==> src/rtl/mem_bist_ctrl.sv <==
// -----------------------------------------------------------------------------
// mem_bist_ctrl
// Memory built-in self-test sequencer. For each of four data patterns it writes
// every location, reads every location back, and compares the returned data
// one cycle after each read. It keeps a miscompare count and records the
// address, pattern index and data of the first miscompare of a run.
//
// Ports
//   clk        in   single clock, rising edge
//   rst        in   synchronous reset, active-high
//   start      in   request a test run (ignored while busy)
//   busy       out  run in progress (WR/RD/DRAIN)
//   done       out  run finished, results valid (held until next accepted start)
//   pass       out  high in DONE when no miscompare was seen
//   err_count  out  number of miscompares in the run (saturating)
//   fail_addr  out  address of the first miscompare
//   fail_pat   out  pattern index of the first miscompare
//   fail_data  out  data read at the first miscompare
//   read       out  memory read strobe
//   write      out  memory write strobe
//   addr       out  memory address
//   data_in    out  write data to the memory
//   data_out   in   read data from the memory, valid the cycle after read
// -----------------------------------------------------------------------------
module mem_bist_ctrl #(
  parameter int ADDR_W = 5,
  parameter int DATA_W = 8
) (
  input  logic              clk,
  input  logic              rst,
  input  logic              start,
  output logic              busy,
  output logic              done,
  output logic              pass,
  output logic [ADDR_W+2:0] err_count,
  output logic [ADDR_W-1:0] fail_addr,
  output logic [1:0]        fail_pat,
  output logic [DATA_W-1:0] fail_data,
  output logic              read,
  output logic              write,
  output logic [ADDR_W-1:0] addr,
  output logic [DATA_W-1:0] data_in,
  input  logic [DATA_W-1:0] data_out
);

  localparam int DEPTH = 2**ADDR_W;
  localparam int ERR_W = ADDR_W + 3;

  localparam logic [2:0] S_IDLE  = 3'd0;
  localparam logic [2:0] S_WR    = 3'd1;
  localparam logic [2:0] S_RD    = 3'd2;
  localparam logic [2:0] S_DRAIN = 3'd3;
  localparam logic [2:0] S_DONE  = 3'd4;

  localparam logic [ADDR_W-1:0] LAST_IDX = ADDR_W'(DEPTH - 1);
  localparam logic [ADDR_W-1:0] IDX_ZERO = {ADDR_W{1'b0}};
  localparam logic [ADDR_W-1:0] IDX_ONE  = {{(ADDR_W-1){1'b0}}, 1'b1};
  localparam logic [ERR_W-1:0]  ERR_ZERO = {ERR_W{1'b0}};
  localparam logic [ERR_W-1:0]  ERR_ONE  = {{(ERR_W-1){1'b0}}, 1'b1};

  // Test pattern for pattern index p at address a.
  function automatic logic [DATA_W-1:0] pattern(input logic [1:0] p,
                                                input logic [ADDR_W-1:0] a);
    logic [DATA_W-1:0] ext;
    ext = {DATA_W{1'b0}};
    ext[ADDR_W-1:0] = a;
    case (p)
      2'd0:    pattern = {DATA_W{1'b0}};
      2'd1:    pattern = ext;
      2'd2:    pattern = {DATA_W{1'b1}};
      2'd3:    pattern = ~ext;
      default: pattern = {DATA_W{1'b0}};
    endcase
  endfunction

  logic [2:0]        state_r;
  logic [ADDR_W-1:0] idx_r;
  logic [1:0]        pat_r;

  // Compare pipeline: describes the read issued in the previous cycle.
  logic              cmp_valid_r;
  logic [ADDR_W-1:0] cmp_addr_r;
  logic [1:0]        cmp_pat_r;
  logic [DATA_W-1:0] cmp_exp_r;

  logic              accept_s;
  logic              miscompare_s;
  logic              first_fail_s;
  logic              err_sat_s;

  // Start is only honoured from the idle/finished states.
  assign accept_s     = start && ((state_r == S_IDLE) || (state_r == S_DONE));
  assign miscompare_s = cmp_valid_r && (data_out != cmp_exp_r);
  assign first_fail_s = miscompare_s && (err_count == ERR_ZERO);
  assign err_sat_s    = &err_count;

  // Sequencer FSM; memory-side strobes/address/data are registered alongside the state.
  always_ff @(posedge clk) begin
    if (rst) begin
      state_r <= S_IDLE;
      idx_r   <= IDX_ZERO;
      pat_r   <= 2'd0;
      busy    <= 1'b0;
      done    <= 1'b0;
      pass    <= 1'b0;
      read    <= 1'b0;
      write   <= 1'b0;
      addr    <= IDX_ZERO;
      data_in <= {DATA_W{1'b0}};
    end else begin
      case (state_r)
        S_IDLE, S_DONE: begin
          if (start) begin
            state_r <= S_WR;
            idx_r   <= IDX_ZERO;
            pat_r   <= 2'd0;
            busy    <= 1'b1;
            done    <= 1'b0;
            pass    <= 1'b0;
            write   <= 1'b1;
            read    <= 1'b0;
            addr    <= IDX_ZERO;
            data_in <= pattern(2'd0, IDX_ZERO);
          end else begin
            state_r <= state_r;
          end
        end
        S_WR: begin
          if (idx_r == LAST_IDX) begin
            state_r <= S_RD;
            idx_r   <= IDX_ZERO;
            write   <= 1'b0;
            read    <= 1'b1;
            addr    <= IDX_ZERO;
          end else begin
            idx_r   <= idx_r + IDX_ONE;
            addr    <= idx_r + IDX_ONE;
            data_in <= pattern(pat_r, idx_r + IDX_ONE);
          end
        end
        S_RD: begin
          if (idx_r == LAST_IDX) begin
            // addr/data_in keep their last values while idle on the memory side
            state_r <= S_DRAIN;
            idx_r   <= IDX_ZERO;
            read    <= 1'b0;
          end else begin
            idx_r <= idx_r + IDX_ONE;
            addr  <= idx_r + IDX_ONE;
          end
        end
        S_DRAIN: begin
          if (pat_r == 2'd3) begin
            state_r <= S_DONE;
            busy    <= 1'b0;
            done    <= 1'b1;
            // the final compare resolves in this same cycle, so fold it in
            pass    <= (err_count == ERR_ZERO) && !miscompare_s;
          end else begin
            state_r <= S_WR;
            pat_r   <= pat_r + 2'd1;
            idx_r   <= IDX_ZERO;
            write   <= 1'b1;
            addr    <= IDX_ZERO;
            data_in <= pattern(pat_r + 2'd1, IDX_ZERO);
          end
        end
        default: begin
          state_r <= S_IDLE;
          busy    <= 1'b0;
          done    <= 1'b0;
          pass    <= 1'b0;
          read    <= 1'b0;
          write   <= 1'b0;
        end
      endcase
    end
  end

  // Compare pipeline and result capture: checks data_out against the read issued last cycle.
  always_ff @(posedge clk) begin
    if (rst) begin
      cmp_valid_r <= 1'b0;
      cmp_addr_r  <= IDX_ZERO;
      cmp_pat_r   <= 2'd0;
      cmp_exp_r   <= {DATA_W{1'b0}};
      err_count   <= ERR_ZERO;
      fail_addr   <= IDX_ZERO;
      fail_pat    <= 2'd0;
      fail_data   <= {DATA_W{1'b0}};
    end else if (accept_s) begin
      cmp_valid_r <= 1'b0;
      err_count   <= ERR_ZERO;
      fail_addr   <= IDX_ZERO;
      fail_pat    <= 2'd0;
      fail_data   <= {DATA_W{1'b0}};
    end else begin
      cmp_valid_r <= read;
      cmp_addr_r  <= addr;
      cmp_pat_r   <= pat_r;
      cmp_exp_r   <= pattern(pat_r, addr);
      if (miscompare_s && !err_sat_s) begin
        err_count <= err_count + ERR_ONE;
      end else begin
        err_count <= err_count;
      end
      if (first_fail_s) begin
        fail_addr <= cmp_addr_r;
        fail_pat  <= cmp_pat_r;
        fail_data <= data_out;
      end else begin
        fail_addr <= fail_addr;
      end
    end
  end

endmodule

==> config.mk <==
export PLATFORM = sky130hd
export DESIGN_NAME = mem_bist_ctrl
export DESIGN_NICKNAME = d
export VERILOG_FILES = /design/src/rtl/mem_bist_ctrl.sv
export SDC_FILE = /design/constraint.sdc
export NUM_CORES = 1
export LEC_CHECK = 0
export BUFFER_PORTS_ARGS = -buffer_cell sky130_fd_sc_hd__clkbuf_2
export CAP_MARGIN = 20
export CORE_MARGIN = 3
export CORE_UTILIZATION = 59
export DETAILED_ROUTE_END_ITERATION = 8
export PLACE_DENSITY = 0.84
export SLEW_MARGIN = 25
export SYNTH_ARGS = -nofsm -noshare
export SYNTH_HDL_FRONTEND = slang
export SYNTH_SLANG_ARGS = --single-unit
==> constraint.sdc <==
create_clock -name clk -period 3.65 [get_ports clk]
set_clock_uncertainty 0.1 [all_clocks]
set_input_delay 0.5475 -clock clk [delete_from_list [all_inputs] [get_ports clk]]
set_output_delay 0.5475 -clock clk [all_outputs]
set_load 0.005 [all_outputs]
==> summary.txt, run 1 <==
Global route
  – First-pass GRT wire length: ~10000 um
  – Initial antenna violation count: 0
  – Gr usage total: 0.2364
  – Vias in the first global route: around 2200
  – Total gr overflow: 0
  – Largest net degree at the start of global routing: 29

Drt
  – Vias per cell: ~5.8
  – Iteration-0 DRC Markers: between 100 and 150
  – Average wire per standard cell: approximately 15 um
  – DR DRC count: 0
  – Initial DRT Pass Iterations: 6
  – Routed Antenna Nets: 0
  – Via count: approximately 2400
  – Post-Route WL: 6360 um

Yosys
  – Cell Area, Synth: 2864 um2
  – Seq/Total Area, Yosys: 0.4404
  – Distinct cells, synth: 50
  – Largest area contributor in the netlist: dfxtp_1
  – Synth cell count leaders: 63 x dfxtp_1, 35 x nor2_1, 22 x nand2_1, 19 x a21oi_1, 18 x o21ai_0
  – Cells after synthesis: 315
  – Avg Inst Size Synth: between 9 and 10 um2
  – Synth top area cells: dfxtp_1 44%, mux2i_1 5.9%, nor2_1 4.6%, ha_1 3.5%, a21oi_1 3.3%
  – Post-Syn Nets: between 300 and 400
  – Most numerous cell in the Yosys netlist: dfxtp_1
  – Ys flop type: dfxtp_1
  – Ys Warns: 0
  – Fraction of registers with async set/reset: 0
  – Post-synth EDFFs: 0
  – Area share of the largest cell type after synthesis: 0.4404
  – Flops & latches, synth: between 60 and 70

Hold path
  – Min-delay src: data_in[4]
  – Hold path cells: 2
  – Hold Path Class: flop to flop
  – WHS Endpoint: data_in[4]

Placed design
  – GPL Wtd Cong: 0.8435
  – Placed wire-length estimate: 4508 um
  – Dpl cells: roughly 400
  – IO buf count: a little over 50

Flow run
  – MaxCap Viol Count: 0

Worst setup path
  – CP Cell Sequence: inv_1, ha_1, nor4b_1, nand2_1, a211oi_4, mux2i_1, nor2_1
  – Crit-path max FO: 15
  – Crit path buffers/inverters: 1
  – Crit path depth: 7
  – Crit path DAT: about 2600 ps
  – Setup CP Type: flop to flop
  – Startpoint types: flop
  – Crit-path slowest cell: a211oi_4
  – Reg2reg setup slack: 1180 ps
  – Worst R2R End: fail_addr[2]
  – Worst R2R Start: err_count[0]
  – CP max stage delay: 860 ps
  – CP top delay family: compound AO/OA/AOI/OAI gates
  – Critical path required time: between 3000 and 4000 ps
  – Crit. End Element: flop
  – Worst r2r path cells: 7

Cells and area
  – Fin cells: 417
  – Nets: 380
  – Layout cell share with drive strength beyond 1: 0.2219
  – Filler cells: roughly 350
  – Antenna Cells: 0
  – Area grow syn2layout: 15.60%

Die
  – # rows: 24
  – Initial Util: 0.6358
  – Num ports: 52
  – Core Area: approximately 4500 um2
  – Die ar.: about 5700 um2
  – Die Width: between 70 and 80 um
  – Die Span Y: 75.67 um

Clock network
  – Clock sink count: between 60 and 70
  – Total CTS buffers: 9
  – Clock Tree Root: clkbuf_8
  – Clk pin slew, worst setup/hold paths: roughly 60 ps
  – Max Root-Sink Buffers: 2
  – Hold Buf Count CTS: 0
  – Worst-Skew Late Latency: about 330 ps
  – Post-CTS Setup Bufs: 0
  – Gates resized, CTS repair: 0
  – H-tree depth: 3
  – CTS tree: built

Power and ir drop
  – Pleak: roughly 1.4 nW
  – VDD IR max: between 0.3 and 0.4 mV
  – Pwr dens: around 430 nW/um2

Timing
  – Tightest Pin Transition: 993.2 ps
  – Max Fclk: between 0.4 and 0.5 GHz
  – Post-layout min period: 2466 ps
  – Hold Vio Cnt, Final: 0
  – Rel. slew slack: 0.3357
  – Slew Limit Fails: 0
  – RSZ-0062 raised after global routing: false
  – Crit share post-route: 0.6755
  – Setup_tns: 0 ps
  – Setup Viol. Count Final: 0

Outcome
  – Status: complete, no violations
==> power by group <==
part | total (mW) | leakage [nW] | internal (mW) | switching (mW)
Clock | 0.599 | 0.0985 | 0.348 | 0.251
Sequential | 0.717 | 0.510 | 0.703 | 0.0138
Combinational | 0.110 | 0.756 | 0.0438 | 0.0661
==> worst min-delay path, cell delays in order (launching register included) <==
cell	delay, ps
dfxtp_1	300
inv_1	40
a221oi_1	60
==> how the worst max path moves through the flow <==
stage / from / endpoint / slack, ps
floorplan: idx_r[0] / pat_r[1] / 1460
global placement: data_out[2] / fail_data[4] / 1250
detailed placement: data_out[2] / fail_addr[0] / 1190
CTS: err_count[0] / fail_addr[0] / 1170
global route: idx_r[0] / pat_r[1] / 1080
finish: err_count[0] / fail_addr[2] / 1180
==> registers in the layout, summed over array words and instances, names as in the netlist, 2 cells and up <==
| signal | cells |
|---|---|
| err_count | 8 |
| pat_r | 2 |
| data_in | 6 |
| cmp_exp_r | 6 |
| cmp_pat_r | 2 |
| fail_data | 8 |
| idx_r | 5 |
| fail_addr | 5 |
| fail_pat | 2 |
| state_r | 3 |
| cmp_addr_r | 5 |
| addr | 5 |
==> metrics by stage <==
stage               setup slack, ps  hold slack, ps  utilization  cell area, um2  power [mW]
CTS                            1168           363.8       0.7350            3311       1.436
global placement               1254           342.7       0.6911            3113      0.8384
detailed placement             1186           348.7       0.6911            3113      0.8410
finish                         1184           364.9       0.7350            3311       1.426
floorplan                      1465           324.8            -            2864      0.8048
global route                   1082           372.0       0.7350            3311       1.484
==> logic make-up (layout without fill, tap and decap cells) <==
group,Yosys count,in the layout,synth area share
AND/OR/NAND/NOR,104,104,0.1774
AO/OA/AOI/OAI,79,79,0.1953
flip-flops,63,63,0.4404
buffers and inverters,30,80,0.04456
multiplexers,23,23,0.08300
adder cells (fa/ha/maj),8,8,0.03495
XOR/XNOR,8,8,0.02447
==> cell type report <==
cell class / instances / area [um2] / share of cell area
clock buffers: 12 / 155.1 / 0.04686
multi-input cells: 222 / 1475 / 0.4456
clock inverters: 3 / 42.54 / 0.01285
flip-flops and latches: 63 / 1261 / 0.3810
well taps: 52 / 65.06 / 0.01965
repair buffers: 52 / 262.8 / 0.07936
inverters: 13 / 48.80 / 0.01474
==> metal layers <==
metal / wire length (um) / part of all wire / track usage / up-vias
met1: 2873 / 0.45 / 0.2841 / 1158
met5: 0 / 0 / 0 / -
li1: - / - / - / 1212
met2: 3122 / 0.49 / 0.3864 / 48
met4: 98 / 0.015 / 0.08738 / 0
met3: 265 / 0.042 / 0.08839 / 8
==> layout by cell type, fill, tap and decap left out, types with 6 or more instances in the layout <==
master	n
a211oi_1	7
a21oi_1	19
a221oi_1	6
clkbuf_2	51
clkbuf_8	11
dfxtp_1	63
ha_1	8
inv_1	13
mux2_2	6
mux2i_1	17
nand2_1	22
nand2b_1	6
nand3_1	9
nor2_1	35
nor2b_1	6
nor3_1	6
o21ai_0	18
xor2_1	6
(Power assumes the default switching activity.)
==> run 2: changes to the inputs <==
- ABC_AREA: unset -> 1
- CORE_UTILIZATION: 59 -> 50
- PLACE_DENSITY: 0.84 -> 0.75
- clock period: 3.65 -> 2.05 ns (I/O delays scaled with it)
==> summary.txt, run 2 <==
Yosys
  – Post-synth EDFFs: 0 (unchanged)
  – Largest area contributor in the netlist: dfxtp_1
  – Flops & latches, synth: 63 (unchanged)
  – Ys Warns: 0 (unchanged)
  – Area share of the largest cell type after synthesis: 0.4053 (-0.03506)
  – Avg Inst Size Synth: 7.409 um2 (-19%)
  – Synth top area cells: dfxtp_1 41%, nand2_1 12%, a21oi_1 6.9%, nor2_1 4.8%, nand4_1 4.4%
  – Fraction of registers with async set/reset: 0 (unchanged)
  – Cell Area, Synth: 3112 um2 (+8.7%)
  – Post-Syn Nets: 439 (+31%)
  – Distinct cells, synth: 31 (-38%)
  – Most numerous cell in the Yosys netlist: nand2_1
  – Seq/Total Area, Yosys: 0.4053 (-0.03506)
  – Synth cell count leaders: 97 x nand2_1, 63 x dfxtp_1, 43 x a21oi_1, 40 x nor2_1, 33 x inv_1
  – Cells after synthesis: 420 (+33%)
  – Ys flop type: dfxtp_1

Cells and area
  – Area grow syn2layout: 15.96%
  – Biggest registers after layout: err_count (8), fail_data (8)
  – Filler cells: 561 (+62%)
  – Fin cells: 551 (+32%)
  – Nets: 490 (+29%)
  – Core Util, Final: 0.6023 (-0.1327)
  – Layout cell share with drive strength beyond 1: 0.2248 (+0.002872)
  – Antenna Cells: 0 (unchanged)
  – Commonest non-fill, non-tap cell in the layout: nand2_1
  – Commonest cells after routing, fill and taps aside: 97 x nand2_1, 63 x dfxtp_1, 51 x clkbuf_2

Global route
  – First-pass GRT wire length: 11830 um (+17%)
  – Initial antenna violation count: 0 (unchanged)
  – Largest net degree at the start of global routing: 27 (-6.9%)
  – Vias in the first global route: 2725 (+22%)
  – Total gr overflow: 0 (unchanged)
  – Gr usage total: 0.2020 (-0.03446)

Timing
  – PnR worst setup slack: 297.6 ps (-886.7 ps)
  – Hold Vio Cnt, Final: 0 (unchanged)
  – Crit share post-route: 0.8548 (+0.1793)
  – RSZ-0062 raised after global routing: false
  – Setup Viol. Count Final: 0 (unchanged)
  – Tightest Pin Transition: 357.3 ps (-635.9 ps)
  – Setup_tns: 0 ps (unchanged)
  – Slew Limit Fails: 0 (unchanged)
  – Post-layout min period: 1752 ps (-713.3 ps)
  – WHS: 148.4 ps (-216.5 ps)
  – Rel. slew slack: 0.7610 (+0.4253)
  – Max Fclk: 0.5707 GHz (+41%)

Worst setup path
  – Crit path depth: 10 (+3)
  – Crit. End Element: flop
  – Crit path buffers/inverters: 1 (unchanged)
  – Crit path from: idx_r[0]
  – Startpoint types: flop
  – CP top delay family: simple AND/OR/NAND/NOR gates
  – Crit-path max FO: 10 (-5)
  – Worst r2r path cells: 10 (+3)
  – CP max stage delay: 430 ps (-430 ps)
  – Setup CP Type: flop to flop
  – CP Cell Sequence: ha_1, nand2_1, nor2_1, ha_1, inv_1, nor2_1, nor2_8, nand2_1, nand2_1, nor2_1
  – Worst R2R Start: idx_r[0]
  – Critical path required time: 2230 ps (-1510 ps)
  – Crit path DAT: 1940 ps (-610 ps)
  – Crit-path slowest cell: dfxtp_1

Placed design
  – Placed wire-length estimate: 5032 um (+12%)
  – GPL Wtd Cong: 0.8553 (+1.4%)
  – IO buf count: 51 (unchanged)
  – Pre-CTS WS: 303.1 ps (-883.4 ps)
  – Dpl cells: 535 (+33%)

Die
  – Die Width: 84.89 um (+12%)
  – Num ports: 52 (unchanged)
  – Die Span Y: 84.89 um (+12%)
  – Core Area: 5991 um2 (+33%)
  – Die ar.: 7206 um2 (+26%)
  – Initial Util: 0.5194 (-0.1164)
  – # rows: 28 (+17%)

Drt
  – Via count: 2828 (+17%)
  – Iteration-0 DRC Markers: 122 (-18%)
  – Post-Route WL: 6725 um (+5.7%)
  – Vias per cell: 5.132 (-12%)
  – DR DRC count: 0 (unchanged)
  – Routed Antenna Nets: 0 (unchanged)
  – Average wire per standard cell: 12.21 um (-20%)
  – Initial DRT Pass Iterations: 4 (-2)

Clock network
  – Clk pin slew, worst setup/hold paths: 80 ps (+20 ps)
  – Gates resized, CTS repair: 0 (unchanged)
  – Total CTS buffers: 9 (unchanged)
  – Clock sink count: 63 (unchanged)
  – Post-CTS Setup Bufs: 0 (unchanged)
  – H-tree depth: 3 (unchanged)
  – Clock Tree Root: clkbuf_8
  – Worst-Skew Late Latency: 340 ps (about the same)
  – CTS tree: built
  – Hold Buf Count CTS: 0 (unchanged)
  – Max Root-Sink Buffers: 2 (unchanged)

Hold path
  – Hold Path Class: input pin to flop
  – Min-delay src: data_out[6]
  – Hold path cells: 3 (+1)

Power and ir drop
  – VDD IR max: 0.8535 mV (+160%)
  – Pwr dens: 1187 nW/um2 (+180%)
  – Pleak: 1.554 nW (+14%)

Outcome
  – Status: complete, no violations

Flow run
  – MaxCap Viol Count: 0 (unchanged)
-- run 2: cell count changes after synthesis, sizes merged, moves of 9 or more --
cell	delta
nand2	+85
a21oi	+27
inv	+26
nand4	+21
mux2i	-17
nand3	+15
nor2	+15
o21ai	+10
a211oi	-9
-- run 2: power by group --
group / internal, mW / total [mW] / switching (mW) / leakage (nW)
registers: 1.45 / 1.65 / 0.202 / 0.512
logic: 0.556 / 1.58 / 1.02 / 0.955
clock network: 0.559 / 1.05 / 0.494 / 0.0875
-- run 2: cell type report --
| class | count | area [um2] | share of cell area |
|---|---|---|---|
| Clock inverter | 7 | 73.82 | 0.02046 |
| Inverter | 41 | 153.9 | 0.04265 |
| Tap cell | 75 | 93.84 | 0.02601 |
| Sequential cell | 63 | 1261 | 0.3495 |
| Clock buffer | 9 | 123.9 | 0.03433 |
| Timing Repair Buffer | 56 | 292.8 | 0.08114 |
| Multi-Input combinational cell | 300 | 1609 | 0.4459 |
-- run 2: cells by family after synthesis --
kind of cell	Yosys count	synth area share
and+or+nand+nor	206	0.3281
AOI/OAI and AO/OA	79	0.1371
DFF	63	0.4053
buffers and inverters	57	0.07760
adders and majority gates	8	0.03217
xor gates and xnor gates	7	0.01970
-- run 2: worst paths after layout --
kind | endpoint | slack (ps)
min | fail_data[6] | 150
max reg2reg | addr[2] | 300
max | addr[2] | 300
min reg2reg | fail_addr[1] | 360
-- run 2: per-stage QoR --
stage	power, mW	area, um2
after global placement	3.235	3411
after floorplan	2.835	3112
after detailed placement	3.257	3411
after global routing	4.615	3608
after CTS	4.323	3608
final	4.284	3608
-- run 2: tightest hold or removal path, stage by stage --
cell and delay, ps:
clkbuf_2 100, nand4_1 80, a21oi_1 60
-- run 2: routing by layer --
metal  vias to the layer above  track usage  routed length (um)
li1                       1486            -                   -
met3                        11      0.06602                 308
met1                      1276       0.2293                3089
met5                         -            0                   0
met2                        55       0.3509                3201
met4                         0      0.07914                 127
==> run 3: changes to the inputs <==
- PLACE_DENSITY: 0.75 -> 0.82
==> summary.txt, run 3 (same netlist as run 2, synthesis figures left out) <==
Outcome
  – Status: complete, no violations

Die
  – Die Span Y: 84.89 um (unchanged)
  – Die ar.: 7206 um2 (unchanged)
  – Core Area: 5991 um2 (unchanged)
  – # rows: 28 (unchanged)
  – Die Width: 84.89 um (unchanged)
  – Initial Util: 0.5194 (unchanged)
  – Num ports: 52 (unchanged)

Cells and area
  – Commonest cells after routing, fill and taps aside: 97 x nand2_1, 63 x dfxtp_1, 51 x clkbuf_2
  – Area grow syn2layout: 16.57%
  – Nets: 489 (-0.20%)
  – Layout cell share with drive strength beyond 1: 0.2189 (-0.005843)
  – Antenna Cells: 0 (unchanged)
  – Biggest registers after layout: err_count (8), fail_data (8)
  – Layout Cell Area excl Fill: 3627 um2 (+0.52%)
  – Commonest non-fill, non-tap cell in the layout: nand2_1
  – Filler cells: 540 (-3.7%)

Drt
  – Iteration-0 DRC Markers: 148 (+21%)
  – Routed Antenna Nets: 0 (unchanged)
  – DR DRC count: 0 (unchanged)
  – Initial DRT Pass Iterations: 4 (unchanged)
  – Via count: 2835 (+0.25%)
  – Vias per cell: 5.155 (+0.43%)
  – Post-Route WL: 6634 um (-1.4%)
  – Average wire per standard cell: 12.06 um (-1.2%)

Placed design
  – GPL Wtd Cong: 0.8396 (-1.8%)
  – Placed wire-length estimate: 4922 um (-2.2%)
  – IO buf count: 51 (unchanged)
  – Area after DPL: 3403 um2 (-0.22%)
  – Pre-CTS WS: 288.3 ps (-14.82 ps)

Timing
  – Slew Limit Fails: 0 (unchanged)
  – Crit share post-route: 0.8750 (+0.02023)
  – Max Fclk: 0.5575 GHz (-2.3%)
  – Rel. slew slack: 0.5723 (-0.1886)
  – RSZ-0062 raised after global routing: false
  – Setup_tns: 0 ps (unchanged)
  – PnR worst setup slack: 256.2 ps (-41.46 ps)
  – Post-layout min period: 1794 ps (+41.46 ps)
  – Hold Vio Cnt, Final: 0 (unchanged)
  – Tightest Pin Transition: 640.6 ps (+283.3 ps)
  – WHS: 158.3 ps (+9.907 ps)
  – Setup Viol. Count Final: 0 (unchanged)

Worst setup path
  – Critical path required time: 2190 ps (-40 ps)
  – Worst R2R Start: idx_r[0]
  – Crit path DAT: 1930 ps (about the same)
  – Crit. End Element: flop
  – Worst R2R End: addr[4]
  – Crit-path max FO: 10 (unchanged)
  – Startpoint types: flop
  – Reg2reg setup slack: 260 ps (-40 ps)
  – Setup CP Type: flop to flop
  – Worst r2r path cells: 9 (-1)

Clock network
  – Clock sink count: 63 (unchanged)
  – Post-CTS Setup Bufs: 0 (unchanged)
  – Gates resized, CTS repair: 0 (unchanged)
  – H-tree depth: 3 (unchanged)
  – Max Root-Sink Buffers: 2 (unchanged)
  – Hold Buf Count CTS: 0 (unchanged)
  – Worst-Skew Late Latency: 340 ps (about the same)
  – CTS tree: built
  – Clk pin slew, worst setup/hold paths: 70 ps (about the same)
  – Total CTS buffers: 9 (unchanged)
  – Clock Tree Root: clkbuf_8

Global route
  – Gr usage total: 0.1985 (-0.003456)
  – Total gr overflow: 0 (unchanged)
  – Largest net degree at the start of global routing: 27 (unchanged)
  – First-pass GRT wire length: 11790 um (-0.41%)
  – Vias in the first global route: 2650 (-2.8%)
  – Initial antenna violation count: 0 (unchanged)

Power and ir drop
  – Pleak: 1.576 nW (+1.4%)
  – VDD IR max: 0.6951 mV (-19%)
  – Tot Pwr: 4.449 mW (+3.8%)
  – Pwr dens: 1226 nW/um2 (+3.3%)

Hold path
  – Hold Path Class: input pin to flop
  – Min-delay src: data_out[2]
  – WHS Endpoint: fail_data[2]
  – Hold path cells: 3 (unchanged)

Flow run
  – MaxCap Viol Count: 0 (unchanged)
run 3: changes by cell type in the layout (fill, tap and decap cells not counted):
cell        delta
clkinvlp_4     -4
clkbuf_1       +2
clkbuf_8       +2
buf_4          -1
bufinv_16      +1
clkinv_4       -1
run 3: how the worst max path moves through the flow:
| stage | start | to | slack (ps) | depth (start not counted) |
|---|---|---|---|---|
| after global placement | idx_r[0] | data_in[4] | 360 | 10 |
| after global routing | idx_r[0] | write | 9 | 9 |
| after floorplan | idx_r[0] | addr[0] | 430 | 9 |
| final | idx_r[0] | addr[4] | 260 | 9 |
| after CTS | idx_r[0] | addr[4] | 260 | 9 |
| after detailed placement | idx_r[0] | data_in[4] | 290 | 10 |
run 3: report_power, final:
| group | leakage (nW) | switching [mW] | internal (mW) | total (mW) |
|---|---|---|---|---|
| sequential | 0.512 | 0.208 | 1.45 | 1.66 |
| combinational | 0.950 | 1.01 | 0.551 | 1.56 |
| clock | 0.114 | 0.475 | 0.751 | 1.23 |
run 3: layout make-up:
cell class	count	area (um2)	share of cell area
inverter	41	153.9	0.04243
tap	75	93.84	0.02587
timing repair buffer	55	285.3	0.07865
multi-input combinational	300	1609	0.4436
sequential	63	1261	0.3477
clock inverter	3	65.06	0.01794
clock buffer	13	158.9	0.04381
run 3: per-stage QoR:
step           utilization  instances
2_1_floorplan            -        420
3_3_place_gp        0.5681        534
3_5_place_dp        0.5681        534
4_1_cts             0.6055        550
5_1_grt             0.6055        550
6_report            0.6055        550
run 3: worst max-delay path, cell delays in order (launching register included):
cell,delay [ps]
dfxtp_1,420
ha_1,210
nand2_1,70
nor2_1,100
ha_1,170
inv_1,60
nor2_1,300
nor2_8,100
nor2_1,100
nor2_1,50
run 3: layer usage:
layer	share of wire	GRT usage	wire length (um)
met5	0	0	0
met4	0.016	0.07914	106
met3	0.047	0.03883	310
met2	0.46	0.3331	3070
met1	0.47	0.2511	3147
